===== config.mk =====
export PLATFORM = sky130hd
export DESIGN_NAME = chacha_block_sequencer
export DESIGN_NICKNAME = d
export VERILOG_FILES = /design/src/rtl/chacha_block_sequencer.sv
export SDC_FILE = /design/constraint.sdc
export NUM_CORES = 1
export LEC_CHECK = 0
export CAP_MARGIN = 20
export CORE_MARGIN = 5
export CORE_UTILIZATION = 55
export DETAILED_ROUTE_END_ITERATION = 12
export PLACE_DENSITY = 0.83
export SYNTH_ARGS = -nofsm -noshare
export SYNTH_HDL_FRONTEND = slang
export SYNTH_SLANG_ARGS = --single-unit
export TNS_END_PERCENT = 30

===== constraint.sdc =====
create_clock -name aclk -period 9.2 [get_ports aclk]
set_input_delay 2.76 -clock aclk [delete_from_list [all_inputs] [get_ports aclk]]
set_output_delay 2.76 -clock aclk [all_outputs]
set_load 0.02 [all_outputs]

===== src/rtl/chacha_block_sequencer.sv =====
// Gathers AXIS plaintext into keystream-sized blocks, launches the ChaCha core
// with the running block counter, then streams plaintext XOR keystream out.
module chacha_block_sequencer #(
  parameter int BLOCK_WORDS = 16,
  parameter int CTR_WIDTH   = 32
) (
  input  logic                           aclk,
  input  logic                           areset,
  input  logic                           cfg_enable,
  input  logic                           cfg_counter_load,
  input  logic [CTR_WIDTH-1:0]           cfg_counter_init,
  input  logic [31:0]                    s_axis_tdata,
  input  logic                           s_axis_tvalid,
  input  logic                           s_axis_tlast,
  output logic                           s_axis_tready,
  output logic [31:0]                    m_axis_tdata,
  output logic                           m_axis_tvalid,
  output logic                           m_axis_tlast,
  input  logic                           m_axis_tready,
  output logic                           core_start,
  output logic [CTR_WIDTH-1:0]           core_counter,
  input  logic                           core_ready,
  input  logic                           core_done,
  output logic [$clog2(BLOCK_WORDS)-1:0] core_ks_idx,
  input  logic [31:0]                    core_ks_word,
  output logic                           busy,
  output logic [31:0]                    blocks_done,
  output logic                           ctr_wrap
);

  localparam int IW = $clog2(BLOCK_WORDS);

  typedef enum logic [2:0] {S_IDLE, S_FILL, S_START, S_WAIT, S_DRAIN} state_t;

  state_t               r_state;
  state_t               w_state_next;
  logic [31:0]          r_buf [BLOCK_WORDS];
  logic [IW-1:0]        r_wr_idx;
  logic [IW-1:0]        r_rd_idx;
  logic [IW-1:0]        r_last_idx;
  logic                 r_blk_last;
  logic [CTR_WIDTH-1:0] r_counter;
  logic                 r_ctr_wrap;
  logic [31:0]          r_blocks_done;

  logic                 w_in_hs;
  logic                 w_close;
  logic                 w_out_hs;
  logic                 w_final;
  logic                 w_load;
  logic [CTR_WIDTH-1:0] w_ctr_inc;
  logic                 w_wrap_next;

  assign w_in_hs     = (r_state == S_FILL) && s_axis_tvalid;
  assign w_close     = w_in_hs && (s_axis_tlast || (r_wr_idx == IW'(BLOCK_WORDS - 1)));
  assign w_out_hs    = (r_state == S_DRAIN) && m_axis_tready;
  assign w_final     = w_out_hs && (r_rd_idx == r_last_idx);
  assign w_load      = (r_state == S_IDLE) && cfg_counter_load;
  assign w_ctr_inc   = r_counter + 1'b1;
  assign w_wrap_next = r_ctr_wrap | (w_ctr_inc == '0);

  always_ff @(posedge aclk) begin
    if (areset) r_state <= S_IDLE;
    else        r_state <= w_state_next;
  end

  always_comb begin
    w_state_next  = r_state;
    s_axis_tready = 1'b0;
    m_axis_tvalid = 1'b0;
    core_start    = 1'b0;
    busy          = (r_state != S_IDLE);
    case (r_state)
      S_IDLE: begin
        // A same-cycle load clears the wrap flag before the start decision.
        if (cfg_enable && !(r_ctr_wrap && !cfg_counter_load)) w_state_next = S_FILL;
      end
      S_FILL: begin
        s_axis_tready = 1'b1;
        if (w_close) w_state_next = S_START;
      end
      S_START: begin
        core_start = core_ready;
        if (core_ready) w_state_next = S_WAIT;
      end
      S_WAIT: begin
        if (core_done) w_state_next = S_DRAIN;
      end
      S_DRAIN: begin
        m_axis_tvalid = 1'b1;
        if (w_final) w_state_next = (cfg_enable && !w_wrap_next) ? S_FILL : S_IDLE;
      end
      default: w_state_next = S_IDLE;
    endcase
  end

  // Plaintext buffer carries no reset; stale words are never read back.
  always_ff @(posedge aclk) begin
    if (w_in_hs) r_buf[r_wr_idx] <= s_axis_tdata;
  end

  always_ff @(posedge aclk) begin
    if (areset) begin
      r_wr_idx      <= '0;
      r_rd_idx      <= '0;
      r_last_idx    <= '0;
      r_blk_last    <= 1'b0;
      r_counter     <= '0;
      r_ctr_wrap    <= 1'b0;
      r_blocks_done <= '0;
    end else begin
      if (w_in_hs) begin
        r_wr_idx <= w_close ? '0 : r_wr_idx + 1'b1;
        if (w_close) begin
          r_last_idx <= r_wr_idx;
          r_blk_last <= s_axis_tlast;
        end
      end
      if (r_state == S_WAIT && core_done) r_rd_idx <= '0;
      if (w_out_hs) r_rd_idx <= w_final ? '0 : r_rd_idx + 1'b1;
      if (w_final) begin
        r_counter     <= w_ctr_inc;
        r_ctr_wrap    <= w_wrap_next;
        r_blocks_done <= r_blocks_done + 32'd1;
      end
      if (w_load) begin
        r_counter  <= cfg_counter_init;
        r_ctr_wrap <= 1'b0;
      end
    end
  end

  assign m_axis_tdata = m_axis_tvalid ? (r_buf[r_rd_idx] ^ core_ks_word) : 32'd0;
  assign m_axis_tlast = m_axis_tvalid && r_blk_last && (r_rd_idx == r_last_idx);
  assign core_ks_idx  = r_rd_idx;
  assign core_counter = r_counter;
  assign blocks_done  = r_blocks_done;
  assign ctr_wrap     = r_ctr_wrap;

endmodule


==> impl_metrics.json <==
{
  "dr_wl_met3_mm": 5.64,
  "period_minus_slack_ps": 7030,
  "netlist_top_cells_count": "edfxtp_1, mux4_2, nor2_1",
  "drt_iter0_drc": 1681,
  "clock_skew_ps": 45.0,
  "syn_to_final_growth_pct": 20.2,
  "cts_tree": "done",
  "post_dp_cell_area_sq_um": 27200,
  "fill_cells": 2836,
  "ys_types": 59,
  "cts.path.max_buffers": 3,
  "cp_max_fo": 46,
  "end_kind": "output port",
  "htree_levels": 2,
  "viasPerCell": 6.17,
  "max_slew.worst_pin.slew_ps": 1110,
  "synth_area_leaders": "edfxtp_1, mux4_2, dfxtp_1",
  "synth_seq_cells": 597,
  "insertion_delay_ps": 640,
  "top_layer": "met4",
  "antenna_found_initial": 2,
  "hold_end": "blocks_done[1]",
  "worst_path_largest_cell_delay_ps": 960,
  "grt_usage": 0.247,
  "post-route-period-util": 0.765,
  "finalHoldViolations": 0,
  "slew_violations": 0,
  "yosys.area.top_type": "edfxtp_1",
  "cp_common_cell": "mux4_2",
  "drt_first_pass_iters": 6,
  "path_cells": "buf_4, mux4_2, mux4_2, xnor2_1, nor2_1, clkdlybuf4s50_1",
  "wirelength_met1_mm": 21.9,
  "path_class": "flop to output port",
  "yosysMostFrequentCell": "edfxtp_1",
  "whs_ps": 501,
  "cp_slowest_cell": "dfxtp_4",
  "ys_warn_count": 0,
  "nets": 1745,
  "wl_met2_mm": 30.7,
  "dpl_worst_slack_ps": 2370,
  "finalCoreUtilization": 0.666,
  "die_h_um": 221,
  "rsz0062_at_grt": "no",
  "cts_setup_buffers": 0,
  "synth_edf_count": 512,
  "yosys.area.top_type_share": 0.630,
  "cts_sinks": 597,
  "grt_pass1_vias": 14498,
  "clkSlewWorstSetupHoldPaths_ps": 60,
  "cts_resized": 0,
  "cp_num_buf_inv": 2,
  "setup_viol": 0,
  "setup_ws_ps": 2170,
  "ys_seq_area_frac": 0.700,
  "syn_area_per_cell_sq_um": 17.2,
  "syn-num-nets": 1526,
  "start_kind": "flop",
  "grt_pass1_wl_mm": 88.9,
  "dieArea_sq_um": 48600,
  "syn_inst": 1414,
  "gp_congestion": 0.857,
  "async_reset_ff_frac": 0,
  "rr_worst_depth": 8,
  "io_pins": 211,
  "gr-total-overflow": 0,
  "coreArea_sq_um": 44000,
  "drc": 0,
  "final_cells": 2279,
  "r2r_start": "r_state[0]",
  "dp_hpwl_mm": 31.4,
  "grt_max_degree": 85,
  "wl_mm": 59.5,
  "cts_buffers": 59,
  "hold_buffers": 0,
  "hp-start": "blocks_done[1]",
  "floorplan.initialDensity": 0.554,
  "setup_tns_ps": 0,
  "cellPowerDensity_nw_per_um2": 207,
  "rows": 77,
  "cp_data_arrival_time_ps": 4270,
  "finalPower_mw": 6.08,
  "design_area_sq_um": 29300,
  "dp_cells": 2164,
  "cp.required_ps": 6440,
  "yosys_most_used_dff": "edfxtp_1",
  "min_path_type": "flop to flop",
  "root_buffer": "clkbuf_16",
  "status": "complete, no violations",
  "relSlewSlack": 0.257,
  "wire_per_inst_um": 26.1,
  "p_leak_nw": 9.04,
  "crit_family": "buffers and inverters",
  "ff2ff_setup_slack_ps": 5460,
  "via_count": 14058,
  "whs_path_depth": 2,
  "cap_violations": 0,
  "timing.rr.end": "core_counter[9]",
  "ir_drop_mv": 0.146,
  "die_width_um": 221,
  "drive_above_1_share": 0.186,
  "portBuffers": 210,
  "fmax_mhz": 142,
  "postRouteAntennaNets": 0,
  "netlist_area_sq_um": 24400
}
[cells in the final DEF (no fill, tap or decap), types with 18 or more instances in the layout]
cell type / count
a21oi_1: 43
buf_4: 25
nand3_1: 22
edfxtp_1: 512
xor2_1: 18
nor3_1: 34
xnor2_1: 60
clkdlybuf4s50_1: 209
o21ai_0: 29
nor2_1: 123
mux4_2: 160
nand2_1: 61
dfxtp_1: 81
clkbuf_16: 59
[power by group]
part	switching [mW]	leakage (nW)	total [mW]	internal [mW]
Sequential	0.0794	5.30	3.08	3.00
Clock	1.05	0.980	2.53	1.48
Combinational	0.250	2.76	0.466	0.216
Total	1.37	9.04	6.08	4.70
[worst max-delay path by stage]
stage | from | endpoint | slack, ps | cells after the start
CTS | flop | m_axis_tdata[1] | 2040 | 6
finish | flop | m_axis_tdata[20] | 2170 | 6
global placement | core_ready | core_start | 2410 | 3
global route | flop | m_axis_tdata[1] | 1820 | 6
floorplan | core_ready | core_start | 3160 | 1
detailed placement | core_ks_word[8] | m_axis_tdata[8] | 2370 | 4
[area by class of cell]
cell class                      instances  area, sq um  area share
Inverter                               14         53.8     0.00184
Sequential cell                       597        17100       0.583
Tap cell                              592          741      0.0253
Clock buffer                           73         1540      0.0525
Clock inverter                         38          523      0.0178
Antenna cell                            4         10.0    0.000342
Timing Repair Buffer                  236         2300      0.0787
Multi-Input combinational cell        725         7050       0.240
[logic make-up after synthesis]
family	after synthesis	synth area share
fa+ha+maj	7	0.00359
simple gates	359	0.0728
xor+xnor	78	0.0280
flops	597	0.700
mux	167	0.151
buf+inv	92	0.0153
compound gates	114	0.0293
[registers in the layout (all words and copies together), names as in the netlist, named ones only]
name          count
r_buf           512
blocks_done      32
core_counter     32
core_ks_idx       4
r_last_idx        4
r_wr_idx          4
r_state           3
ctr_wrap          1
r_blk_last        1
[worst reg2reg max path: stages, from the launching register on]
cell	delay, ps
dfxtp_1	530
or3b_2	910
clkinv_2	290
and2_4	260
and2_1	150
buf_4	240
nor2_1	860
o21ai_0	250
a21oi_1	200
[metal layers]
layer  vias up  track usage
li1       6049            -
met3        86       0.0535
met4         0       0.0784
met2       789        0.421
met5         -            0
met1      7134        0.322
(Power assumes the default switching activity.)
